===== config.mk =====
export PLATFORM = sky130hd
export DESIGN_NAME = agc_loop_ctrl
export DESIGN_NICKNAME = d
export VERILOG_FILES = /design/src/rtl/agc_loop_ctrl.sv
export SDC_FILE = /design/constraint.sdc
export NUM_CORES = 1
export LEC_CHECK = 0
export CAP_MARGIN = 20
export CORE_MARGIN = 5
export CORE_UTILIZATION = 65
export CTS_CLUSTER_DIAMETER = 50
export DETAILED_ROUTE_END_ITERATION = 10
export PLACE_DENSITY_LB_ADDON = 0.25
export SLEW_MARGIN = 20
export SYNTH_ARGS = -nofsm -noshare
export SYNTH_HDL_FRONTEND = slang
export SYNTH_SLANG_ARGS = --single-unit

===== constraint.sdc =====
create_clock -name clk -period 15.26 [get_ports clk]
set_input_delay 4.578 -clock clk [delete_from_list [all_inputs] [get_ports clk]]
set_output_delay 4.578 -clock clk [all_outputs]
set_load 0.1 [all_outputs]

===== src/rtl/agc_loop_ctrl.sv =====
// agc_loop_ctrl
//   Closed-loop gain controller for agc_top. Sums |I|+|Q| of the Q8.8 samples
//   coming back from agc_top over windows of 2^WIN_LOG2 samples, compares the
//   window mean with TARGET and steps an unsigned Q8.8 gain word. A small FSM
//   sequences IDLE / ACQUIRE / TRACK / HOLD and reports lock.
//
// Ports
//   clk          in   1   system clock, rising edge
//   rst          in   1   asynchronous active-high reset
//   en           in   1   loop enable; low forces IDLE
//   freeze       in   1   hold gain (HOLD) while high
//   sample_valid in   1   z_i_in / z_q_in valid this cycle
//   z_i_in       in   16  signed Q8.8 in-phase sample
//   z_q_in       in   16  signed Q8.8 quadrature sample
//   gain_out     out  16  unsigned Q8.8 gain
//   gain_valid   out  1   one-cycle pulse when gain_out is updated
//   locked       out  1   loop locked
//   state_out    out  2   00 IDLE, 01 ACQUIRE, 10 TRACK, 11 HOLD
module agc_loop_ctrl #(
  parameter int                DATA_W     = 16,
  parameter int                WIN_LOG2   = 4,
  parameter logic [DATA_W-1:0] TARGET     = 16'h0200,
  parameter logic [DATA_W-1:0] GAIN_INIT  = 16'h0100,
  parameter logic [DATA_W-1:0] GAIN_MIN   = 16'h0010,
  parameter logic [DATA_W-1:0] GAIN_MAX   = 16'h1000,
  parameter int                MU_SHIFT   = 2,
  parameter logic [DATA_W-1:0] LOCK_TOL   = 16'h0020,
  parameter logic [DATA_W-1:0] UNLOCK_TOL = 16'h0080,
  parameter int                LOCK_CNT   = 4
) (
  input  logic              clk,
  input  logic              rst,
  input  logic              en,
  input  logic              freeze,
  input  logic              sample_valid,
  input  logic [DATA_W-1:0] z_i_in,
  input  logic [DATA_W-1:0] z_q_in,
  output logic [DATA_W-1:0] gain_out,
  output logic              gain_valid,
  output logic              locked,
  output logic [1:0]        state_out
);

  localparam int MAG_W = DATA_W + 1;
  localparam int ACC_W = MAG_W + WIN_LOG2;
  localparam int ERR_W = DATA_W + 2;
  localparam int LC_W  = $clog2(LOCK_CNT + 1);
  localparam logic [LC_W-1:0] LOCK_CNT_V = LC_W'(LOCK_CNT);

  typedef enum logic [1:0] {
    S_IDLE    = 2'b00,
    S_ACQUIRE = 2'b01,
    S_TRACK   = 2'b10,
    S_HOLD    = 2'b11
  } state_t;

  // |x| computed one bit wider so -32768 maps to +32768 without wrapping.
  function automatic logic [MAG_W-1:0] abs_mag(input logic [DATA_W-1:0] x);
    logic signed [MAG_W-1:0] xe;
    xe = $signed({x[DATA_W-1], x});
    return (xe < 0) ? $unsigned(-xe) : $unsigned(xe);
  endfunction

  function automatic logic [ERR_W-1:0] abs_err(input logic signed [ERR_W-1:0] e);
    return (e < 0) ? $unsigned(-e) : $unsigned(e);
  endfunction

  // Clamp a widened signed gain sum into [GAIN_MIN, GAIN_MAX].
  function automatic logic [DATA_W-1:0] sat_gain(input logic signed [ERR_W:0] g);
    logic signed [ERR_W:0] gmin;
    logic signed [ERR_W:0] gmax;
    gmin = $signed({{(ERR_W+1-DATA_W){1'b0}}, GAIN_MIN});
    gmax = $signed({{(ERR_W+1-DATA_W){1'b0}}, GAIN_MAX});
    if (g < gmin)      return GAIN_MIN;
    else if (g > gmax) return GAIN_MAX;
    else               return g[DATA_W-1:0];
  endfunction

  state_t                state_q, state_d;
  logic [DATA_W-1:0]     gain_p1, gain_d;
  logic                  vld_p1, vld_d;
  logic                  locked_q, locked_d;
  logic [ACC_W-1:0]      acc_p1, acc_d;
  logic [WIN_LOG2-1:0]   cnt_p1, cnt_d;
  logic [LC_W-1:0]       lcnt_q, lcnt_d;

  logic [MAG_W-1:0]         mag_p0;
  logic [ACC_W-1:0]         acc_sum_p0;
  logic [MAG_W-1:0]         avg_p0;
  logic signed [ERR_W-1:0]  err_p0;
  logic [ERR_W-1:0]         err_abs_p0;
  logic signed [ERR_W-1:0]  step_p0;
  logic signed [ERR_W:0]    gain_sum_p0;
  logic                     last_p0;
  logic                     in_tol_p0;
  logic [LC_W-1:0]          lcnt_inc_p0;

  // Stage p0: combinational measurement of the sample and, on the last sample
  // of a window, the error and candidate gain.
  always_comb begin
    mag_p0      = abs_mag(z_i_in) + abs_mag(z_q_in);
    acc_sum_p0  = acc_p1 + ACC_W'(mag_p0);
    avg_p0      = acc_sum_p0[ACC_W-1:WIN_LOG2];
    err_p0      = $signed({2'b00, TARGET}) - $signed({1'b0, avg_p0});
    err_abs_p0  = abs_err(err_p0);
    // TRACK uses a finer step than ACQUIRE.
    step_p0     = (state_q == S_TRACK) ? (err_p0 >>> (MU_SHIFT + 2))
                                       : (err_p0 >>> MU_SHIFT);
    gain_sum_p0 = $signed({{(ERR_W+1-DATA_W){1'b0}}, gain_p1})
                + $signed({step_p0[ERR_W-1], step_p0});
    last_p0     = sample_valid && (cnt_p1 == {WIN_LOG2{1'b1}});
    in_tol_p0   = (err_abs_p0 <= {2'b00, LOCK_TOL});
    lcnt_inc_p0 = (lcnt_q == LOCK_CNT_V) ? lcnt_q : (lcnt_q + 1'b1);
  end

  always_comb begin
    state_d  = state_q;
    gain_d   = gain_p1;
    vld_d    = 1'b0;
    locked_d = locked_q;
    acc_d    = acc_p1;
    cnt_d    = cnt_p1;
    lcnt_d   = lcnt_q;

    if (!en) begin
      // Disable wins over everything, including a completing window.
      state_d  = S_IDLE;
      acc_d    = '0;
      cnt_d    = '0;
      lcnt_d   = '0;
      locked_d = 1'b0;
    end else if (freeze) begin
      // Freeze discards the partial window and suppresses a coinciding update.
      state_d = S_HOLD;
      acc_d   = '0;
      cnt_d   = '0;
    end else begin
      unique case (state_q)
        S_IDLE: begin
          state_d = S_ACQUIRE;
        end
        S_HOLD: begin
          state_d = locked_q ? S_TRACK : S_ACQUIRE;
        end
        default: begin
          if (sample_valid) begin
            if (last_p0) begin
              acc_d  = '0;
              cnt_d  = '0;
              vld_d  = 1'b1;
              gain_d = sat_gain(gain_sum_p0);
              lcnt_d = in_tol_p0 ? lcnt_inc_p0 : '0;
              if (state_q == S_ACQUIRE) begin
                if (in_tol_p0 && (lcnt_inc_p0 == LOCK_CNT_V)) begin
                  state_d  = S_TRACK;
                  locked_d = 1'b1;
                end
              end else if (err_abs_p0 > {2'b00, UNLOCK_TOL}) begin
                state_d  = S_ACQUIRE;
                locked_d = 1'b0;
                lcnt_d   = '0;
              end
            end else begin
              acc_d = acc_sum_p0;
              cnt_d = cnt_p1 + 1'b1;
            end
          end
        end
      endcase
    end
  end

  // Stage p1: registered loop state, accumulator and gain.
  always_ff @(posedge clk or posedge rst) begin
    if (rst) begin
      state_q  <= S_IDLE;
      gain_p1  <= GAIN_INIT;
      vld_p1   <= 1'b0;
      locked_q <= 1'b0;
      acc_p1   <= '0;
      cnt_p1   <= '0;
      lcnt_q   <= '0;
    end else begin
      state_q  <= state_d;
      gain_p1  <= gain_d;
      vld_p1   <= vld_d;
      locked_q <= locked_d;
      acc_p1   <= acc_d;
      cnt_p1   <= cnt_d;
      lcnt_q   <= lcnt_d;
    end
  end

  assign gain_out   = gain_p1;
  assign gain_valid = vld_p1;
  assign locked     = locked_q;
  assign state_out  = state_q;

endmodule


==> results of run 1 <==
-- final cells by class --
type                    instances  area (um2)
fillers                       804        2466
clock buffers                   5       68.82
well taps                     133       166.4
flip-flops and latches         48        1202
repair buffers                 61       598.1
inverters                      40       151.4
clock inverters                 2       60.06
multi-input cells             710        5061
-- worst max path at each step --
stage | start | endpoint | slack [ns] | cells past startpoint
floorplan | z_i_in[1] | gain_out[0] | 3.11 | 41
global placement | z_i_in[0] | gain_out[0] | 1.57 | 42
detailed placement | z_i_in[0] | gain_out[3] | 1.25 | 39
CTS | z_i_in[0] | gain_out[3] | 1.55 | 39
global route | z_q_in[15] | gain_out[0] | 0.78 | 39
finish | z_q_in[15] | gain_out[3] | 1.50 | 38
-- routing by layer --
layer,global-route usage,vias to the layer above
li1,-,3185
met4,0.1205,0
met1,0.3526,3091
met2,0.5204,258
met5,0,-
met3,0.04368,51
-- critical path: cells and delay by family --
family,cells,cell delay [ns]
adder cells (fa/ha/maj),3,1.23
buffers and inverters,3,1.01
AND/OR/NAND/NOR,10,1.96
XOR/XNOR,2,0.73
AO/OA/AOI/OAI,20,4.50
-- layout by cell type, fill, tap and decap left out, types with 5 or more instances in the layout --
master	n
o41ai_1	7
a21o_1	27
clkdlybuf4s50_1	56
nor2_1	63
nand2_1	75
or3_1	5
nor2b_1	11
nand2b_1	13
a22o_1	15
ha_1	64
nor4_1	6
o211ai_1	5
nand4_1	10
a211oi_1	18
and2_1	5
buf_4	5
o21a_1	7
a31oi_1	9
dfrtp_1	47
o21ai_0	57
inv_1	38
nor3_1	24
mux2i_1	6
and3_1	10
xor2_1	15
a21oi_1	55
a21boi_0	5
clkbuf_8	5
xnor2_1	55
nand3_1	27
o31ai_1	17
-- kinds of logic (layout without fill, tap and decap cells) --
family / count (synthesis) / count (layout) / synth area share
flops: 48 / 48 / 0.1839
compound gates: 287 / 287 / 0.3195
simple gates: 278 / 278 / 0.2156
fa+ha+maj: 67 / 67 / 0.1316
mux: 8 / 8 / 0.01263
buf+inv: 68 / 108 / 0.04304
xor+xnor: 70 / 70 / 0.09374
-- sequential cells by signal, summed over array words and instances, names as in the netlist --
register and flops:
acc_p1 21, gain_out 16, cnt_p1 4, lcnt_q 3
state_out 2, gain_valid 1, locked 1
-- power breakdown --
| part | switching (uW) | total (uW) | internal, uW |
|---|---|---|---|
| clock network | 47.7 | 112 | 64.6 |
| registers | 5.85 | 140 | 134 |
| logic | 480 | 762 | 282 |
| total | 533 | 1010 | 481 |
-- per-stage QoR --
| step | cells | util | area [um2] | setup slack [ns] |
|---|---|---|---|---|
| after floorplan | 826 | - | 6540 | 3.106 |
| after global placement | 992 | 0.7339 | 7173 | 1.571 |
| after detailed placement | 992 | 0.7339 | 7173 | 1.249 |
| after CTS | 999 | 0.7471 | 7302 | 1.552 |
| after global routing | 999 | 0.7477 | 7308 | 0.7828 |
| final | 999 | 0.7477 | 7308 | 1.498 |
==> results.md, run 1 <==
- In this run the mean area of a mapped cell was 7.918 um2.
- The leakage power of the design is 0.003063 uW.
- The kind of critical path is in -> reg.
- In the final timing run, aggregate negative setup slack is 0 ns.
- For this design, the sink count on the clock tree is 48.
- The average detailed-routed wire length per instance is 17.81 um.
- The number of antenna violations at the first check in global routing is 0.
- STA puts the critical path data arrival time at 14.02 ns.
- In this run, synthesis inferred 0 flip-flops with an integrated enable.
- CTS built an H-tree with a depth of 2.
- The instance count of the mapped netlist is 826.
- For the worst-skew pair, the clock arrives at the later sink with an insertion delay of 0.33 ns.
- The category of the worst setup path capture point is a flop.
- The worst stage delay on the critical path is 0.69 ns.
- The most frequent cell after synthesis is nand2_1.
- The worst hold path passes through 2 cells.
- The cell with the largest stage delay on the worst path is clkdlybuf4s50_1.
- The TritonCTS clock tree is yes.
- The die outline height is 110.3 um.
- The total detailed-routing wirelength is 17.79 mm.
- The most common cell type on the critical path is o21ai_0.
- The final critical-path share of the clock period is 0.9018.
- The reg2reg setup slack is 8.19 ns.
- The pre-antenna-repair detailed-routing pass consisted of 6 iterations.
- The maximum buffer depth of the clock tree is 2.
- At the end of routability-driven placement, the weighted congestion stood at 0.9403.
- The number of buffers inserted by hold repair at cts is 0.
- In the routed layout, each cell is associated on average with a via count of 6.592.
- For this block, the initial DRC count from the detailed router was 522.
- The tree is rooted in a clkbuf_8.
- Wire segments on met3 add up to 1.023 mm in the final route.
- Setup repair after global routing left no endpoint under its margin.
- The startpoint type of the worst setup path is a primary input.
- The final max-slew violation count is 0.
- Static timing analysis puts the maximum clock frequency at 72.67 MHz.
- The design draws 1014 uW.
- In the synthesized netlist, the cells that appear most often are nand2_1, ha_1, nor2_1, o21ai_0.
- In this run, post-CTS repair resized a total of 0 instances.
- The synthesized area is 0.006540 mm2.
- The count of final setup violators is 0.
- In this run the remaining antenna-violating nets after routing total 0.
- For hold timing, the worst endpoint is acc_p1[14].
- At the pin with the least slew margin, the transition time is 0.9845 ns.
- In this run the tightest slew margin relative to its limit is 0.3416.
- The area growth from synthesis to layout is 11.75%.
- 57 I/O pins were placed.
- Entering global routing, the biggest net connects 49 pins.
- For this run, the post-layout net count is 970.
- The worst vdd rail ir drop is 0.00009648 V.
- Among all flip-flop cells after synthesis, the most frequent one is dfrtp_1.
- Data on the critical path is required at its endpoint by 15.51 ns.
- The share of synthesized registers carrying an async set or reset is 1.000.
- Final hold analysis gives a worst-case slack of 0.5000 ns.
- For this block, wires on met1 add up to 7.569 mm.
- The core area is 0.009774 mm2.
- The fraction of layout cells with a size suffix above 1 is 0.06120.
- The via count of the first global-routing pass was 6386.
- The flow ran to the end, and the final reports show no timing, DRC or antenna violations.
- The buffer count from post-CTS setup fixing is 0.
- The wire length of the first global-routing pass is 28.98 mm.
- The worst register-to-register path has a depth of 25.
- The clock-pin slew of the registers on the worst-case setup and hold paths is 0.10 ns.
- The type of the most critical hold path is reg -> reg.
- The startpoint identified for the worst hold timing path is acc_p1[14].
- Of all nets on the critical path, the largest fanout is 16.
- Dividing total power by cell area gives a power density of 138.8 mW/mm2.
- The standard-cell row count is 36.
- The share of synthesized area in the top cell type comes to 0.1798.
- The number of synthesized register bits is 48.
- The overall die area is 0.01217 mm2.
- The clock period could shrink to 13.76 ns.
- The total count of hold-check failures in the final report is 0.
- Across the routed clock network, the largest skew measured is 0.01576 ns.
- The initial core utilization is 0.6691.
- In the post-synthesis netlist, the biggest area contributors are dfrtp_1, ha_1, xnor2_1, o21ai_0, nand2_1.
- The sequential share of the synthesized area is 0.1839.
- The top layer used by detailed routing is met4.
- The routed layout has 6585 vias.
- The startpoint identified for the worst register-to-register timing path is acc_p1[0].
- The number of antenna diodes in the final layout is 0.
- The capture instance of the worst register-to-register path is gain_out[3].
- The met2 wirelength from detailed routing is 8.581 mm.
- The top cell type by total area after synthesis is dfrtp_1.
- The remaining global-route overflow is 0.
- After detailed routing, the number of remaining DRC violations is 0.
- Input and output buffers added on the ports amount to 56.
- The total clock buffers created by CTS is 5.
- The count of synthesis-stage warnings from yosys is 0.
- The number of distinct library cell variants in the gate-level netlist after synthesis is 88.
- Once detailed placement completed, the half-perimeter wirelength came to 13.78 mm.
- The overall routing resource usage is 0.2929.
- The number of maximum-capacitance violations is 0.
- The floorplan step set the die width to 110.3 um.
- When the netlist entered floorplanning its net count stood at 930.
Power figures use the tool's default switching activity.
==> run 2: changes to the inputs <==
--- a/config.mk
+++ b/config.mk
@@ -7,7 +7,7 @@
 export LEC_CHECK = 0
 export CAP_MARGIN = 20
 export CORE_MARGIN = 5
-export CORE_UTILIZATION = 65
+export CORE_UTILIZATION = 30
 export CTS_CLUSTER_DIAMETER = 50
 export DETAILED_ROUTE_END_ITERATION = 10
 export PLACE_DENSITY_LB_ADDON = 0.25
==> run 2 against run 1 <==
  * Sequential share of layout area decreased by 0.55 points
  * Global-route usage decreased by 15 points
  * Flip-flop and latch count unchanged
  * First-iteration DRC count decreased by 34%
  * Via count decreased by 6.1%
  * Wire length increased by 1.7%
  * Highest routed layer unchanged
  * Design area increased by 3.4%
  * Worst setup slack improved by 0.29 ns
  * Worst hold slack got worse by 0.0084 ns
  * Count of clock-buffer cells in the layout unchanged
  * Critical endpoint unchanged
==> results.md, run 2 (synthesis gave the netlist of run 1 again) <==
- The core region is 0.02162 mm2.
- After clock tree synthesis, the clock-pin slew on the worst setup and hold paths is 0.08 ns.
- Entering global routing, the biggest net connects 49 pins.
- The register bank with the most flops is acc_p1.
- The cell with the largest stage delay on the worst path is nand4_1.
- The overall die area is 0.02485 mm2.
- The root buffer cell is clkbuf_16.
- The overall power consumption is 1047 uW.
- The filler cell count in the final layout is 2332.
- Post-CTS timing repair inserted 0 buffers for setup.
- The iteration count of the initial detailed-routing pass is 5.
- The initialized floorplan defines 54 standard-cell rows.
- TritonCTS built the clock tree.
- The final max-slew violation count is 0.
- The met2 wirelength from detailed routing is 7.981 mm.
- In this run the remaining antenna-violating nets after routing total 0.
- The remaining global-route overflow is 0.
- CTS built an H-tree with a depth of 2.
- Relative to the synthesized area, the layout overhead comes to 15.59%.
- The number of maximum-capacitance violations is 0.
- For this run, design rule violations remaining after detail routing come to 0.
- In the global route stage, overall resource usage came out at 0.1460.
- Dividing the final minimum period by the clock period gives 0.8827.
- The type of the most critical hold path is reg -> reg.
- Counting instances, the worst hold path has a depth of 2.
- The core occupancy in the finished layout is 0.3497.
- The number of antenna violations at the first check in global routing is 0.
- The average detailed-routed wire length per instance is 15.78 um.
- The power density relative to cell area is 138.5 mW/mm2.
- The flip-flop count of the largest register, all copies and words added is 21.
- The total count of hold-check failures in the final report came to 0.
- Summed over all nets, the half-perimeter wirelength after detailed placement is 14.05 mm.
- The wire length on met3 is 606 um.
- The net load switching power is 536.4 uW.
- The first global-routing pass estimated 30.03 mm of wire.
- Of the total power, the share spent switching nets is 0.5123.
- From left edge to right edge, the die measures 157.7 um.
- Internal power comes to 510.7 uW.
- In the final layout, the share of cells above drive strength 1 is 0.06344.
- Prior to clock tree synthesis, the placed netlist has a worst setup slack of 1.495 ns.
- The worst register-to-register path ends at gain_out[3].
- The cell type group with the largest total delay on the critical path is compound AO/OA/AOI/OAI gates.
- For this block, the initial DRC count from the detailed router was 343.
- The part of the power in registers is 0.134.
- The library cells used most frequently in the layout, excluding fill and tap cells, are nand2_1, ha_1, nor2_1, o21ai_0, clkdlybuf4s50_1.
- The worst clock skew on the final layout is 0.01012 ns.
- The origin of the worst min-delay path is acc_p1[2].
- At the pin with the least slew margin, the transition time is 0.9749 ns.
- The insertion delay to the later sink of the worst-skew pair is 0.31 ns.
- After detailed routing, the wire length on met1 is 9.179 mm.
- Leaving out fill and tap cells, the most frequent cell in the layout is nand2_1.
- The worst setup path is captured at a flop.
- The worst register-to-register path begins at acc_p1[1].
- The critical path starts at z_i_in[0].
- The most common cell type on the critical path is o21ai_0.
- Data arrives at the worst endpoint at 13.72 ns.
- The number of I/O pins is 57.
- Setup violations remaining at the end of the flow were counted as 0.
- The reg2reg setup slack is 8.54 ns.
- Of the total power, combinational logic draws 0.720.
- The end of the worst hold path is acc_p1[2].
- The normalized max-slew margin is 0.3481.
- The clock passes through at most 2 buffers.
- The final layout contains 970 nets.
- The global placer's final weighted congestion is 0.8800.
- The startpoint type of the worst setup path is a primary input.
- The via count of the first global-routing pass is 6084.
- The die outline height is 157.7 um.
- For this configuration, the core starts out at a cell density of 0.3025.
- For the worst flop-to-flop path, the logic depth is 25.
- The worst path in the final design needs a cycle of 13.47 ns, including I/O delays and setup.
- The leakage power of the design is 0.003093 uW.
- The clock network fraction of total power is 0.147.
- The total detailed-routing wirelength is 18.10 mm.
- In this run the top signal layer used is met4.
- The slack of the critical path is 1.789 ns.
- Data on the critical path is required at its endpoint by 15.51 ns.
- The post-cts resize count is 0.
- The accumulated negative setup slack is 0 ns.
- The count of buffering cells on the critical path with inverters included is 4.
- The diode insertion count for antenna repair is 0.
- The worst stage delay on the critical path is 0.64 ns.
- The sink count of the clock tree is 48.
- Detailed routing inserted a total of 6185 vias.
- The count of port buffers added during placement is 56.
- The number of hold buffers added after CTS was 0.
- The flow ran to the end, and the final reports show no timing, DRC or antenna violations.
- Setup repair after global routing left no endpoint under its margin.
- IR analysis of the VDD net gives a maximum drop of 0.00005210 V.
- The kind of critical path is in -> reg.
- The highest achievable clock rate is 74.24 MHz.
- The total clock buffers created by CTS is 5.
- Of all nets on the critical path, the largest fanout is 13.
- Using the TritonRoute via totals, the vias-per-cell ratio works out to 5.392.
[run 2: layout make-up]
cell class                      count  area, um2  area share
Tap cell                          280      350.3     0.04634
Clock buffer                        5      125.1     0.01655
Multi-Input combinational cell    710       5065      0.6700
Sequential cell                    48       1202      0.1591
Clock inverter                      3      68.82    0.009103
Timing Repair Buffer               61      598.1     0.07911
Inverter                           40      150.1     0.01986
[run 2: worst reg2reg max path, cell delays in order, from the launching register on]
cell,delay [ns]
dfrtp_1,0.41
ha_1,0.31
a211oi_1,0.45
nor2_1,0.21
a21oi_1,0.24
xor2_1,0.37
ha_1,0.34
a21boi_0,0.22
buf_4,0.20
nand3_1,0.10
xnor2_1,0.44
a21oi_1,0.16
ha_1,0.36
nor2b_1,0.14
o21ai_0,0.22
a21oi_1,0.12
o21ai_0,0.26
a21oi_1,0.15
xor2_1,0.18
nor4_1,0.32
nand2_1,0.12
nor4_1,0.55
a21oi_1,0.22
nor3_1,0.18
buf_4,0.21
a32o_1,0.18
[run 2: power by group through the flow]
stage / registers, uW / logic [uW] / clock network (uW)
CTS: 140 / 752 / 157
global placement: 143 / 746 / 0
global route: 141 / 838 / 162
floorplan: 154 / 578 / 0
finish: 140 / 753 / 153
detailed placement: 143 / 746 / 0
[run 2: how the worst max path moves through the flow]
stage                     cells after the start           to  slack, ns
after floorplan                              41  gain_out[0]       3.11
after global placement                       40  gain_out[0]       1.70
after detailed placement                     40  gain_out[2]       1.50
after CTS                                    40  gain_out[3]       1.78
after global routing                         37  gain_out[0]       0.89
final                                        40  gain_out[3]       1.79
[run 2: routing by layer]
metal  global-route usage  vias up
li1                     -     3179
met1               0.2043     2882
met2               0.2351      101
met3              0.02214       23
met4              0.03892        0
met5                    0        -
[run 2: through the flow]
stage                     hold WS [ns]  std cells  instance area, um2
after global placement          0.4732       1139                7366
final                           0.4916       1147                7560
after global routing            0.5164       1147                7560
after floorplan                 0.4498        826                6540
after CTS                       0.4962       1147                7560
after detailed placement        0.4780       1139                7366
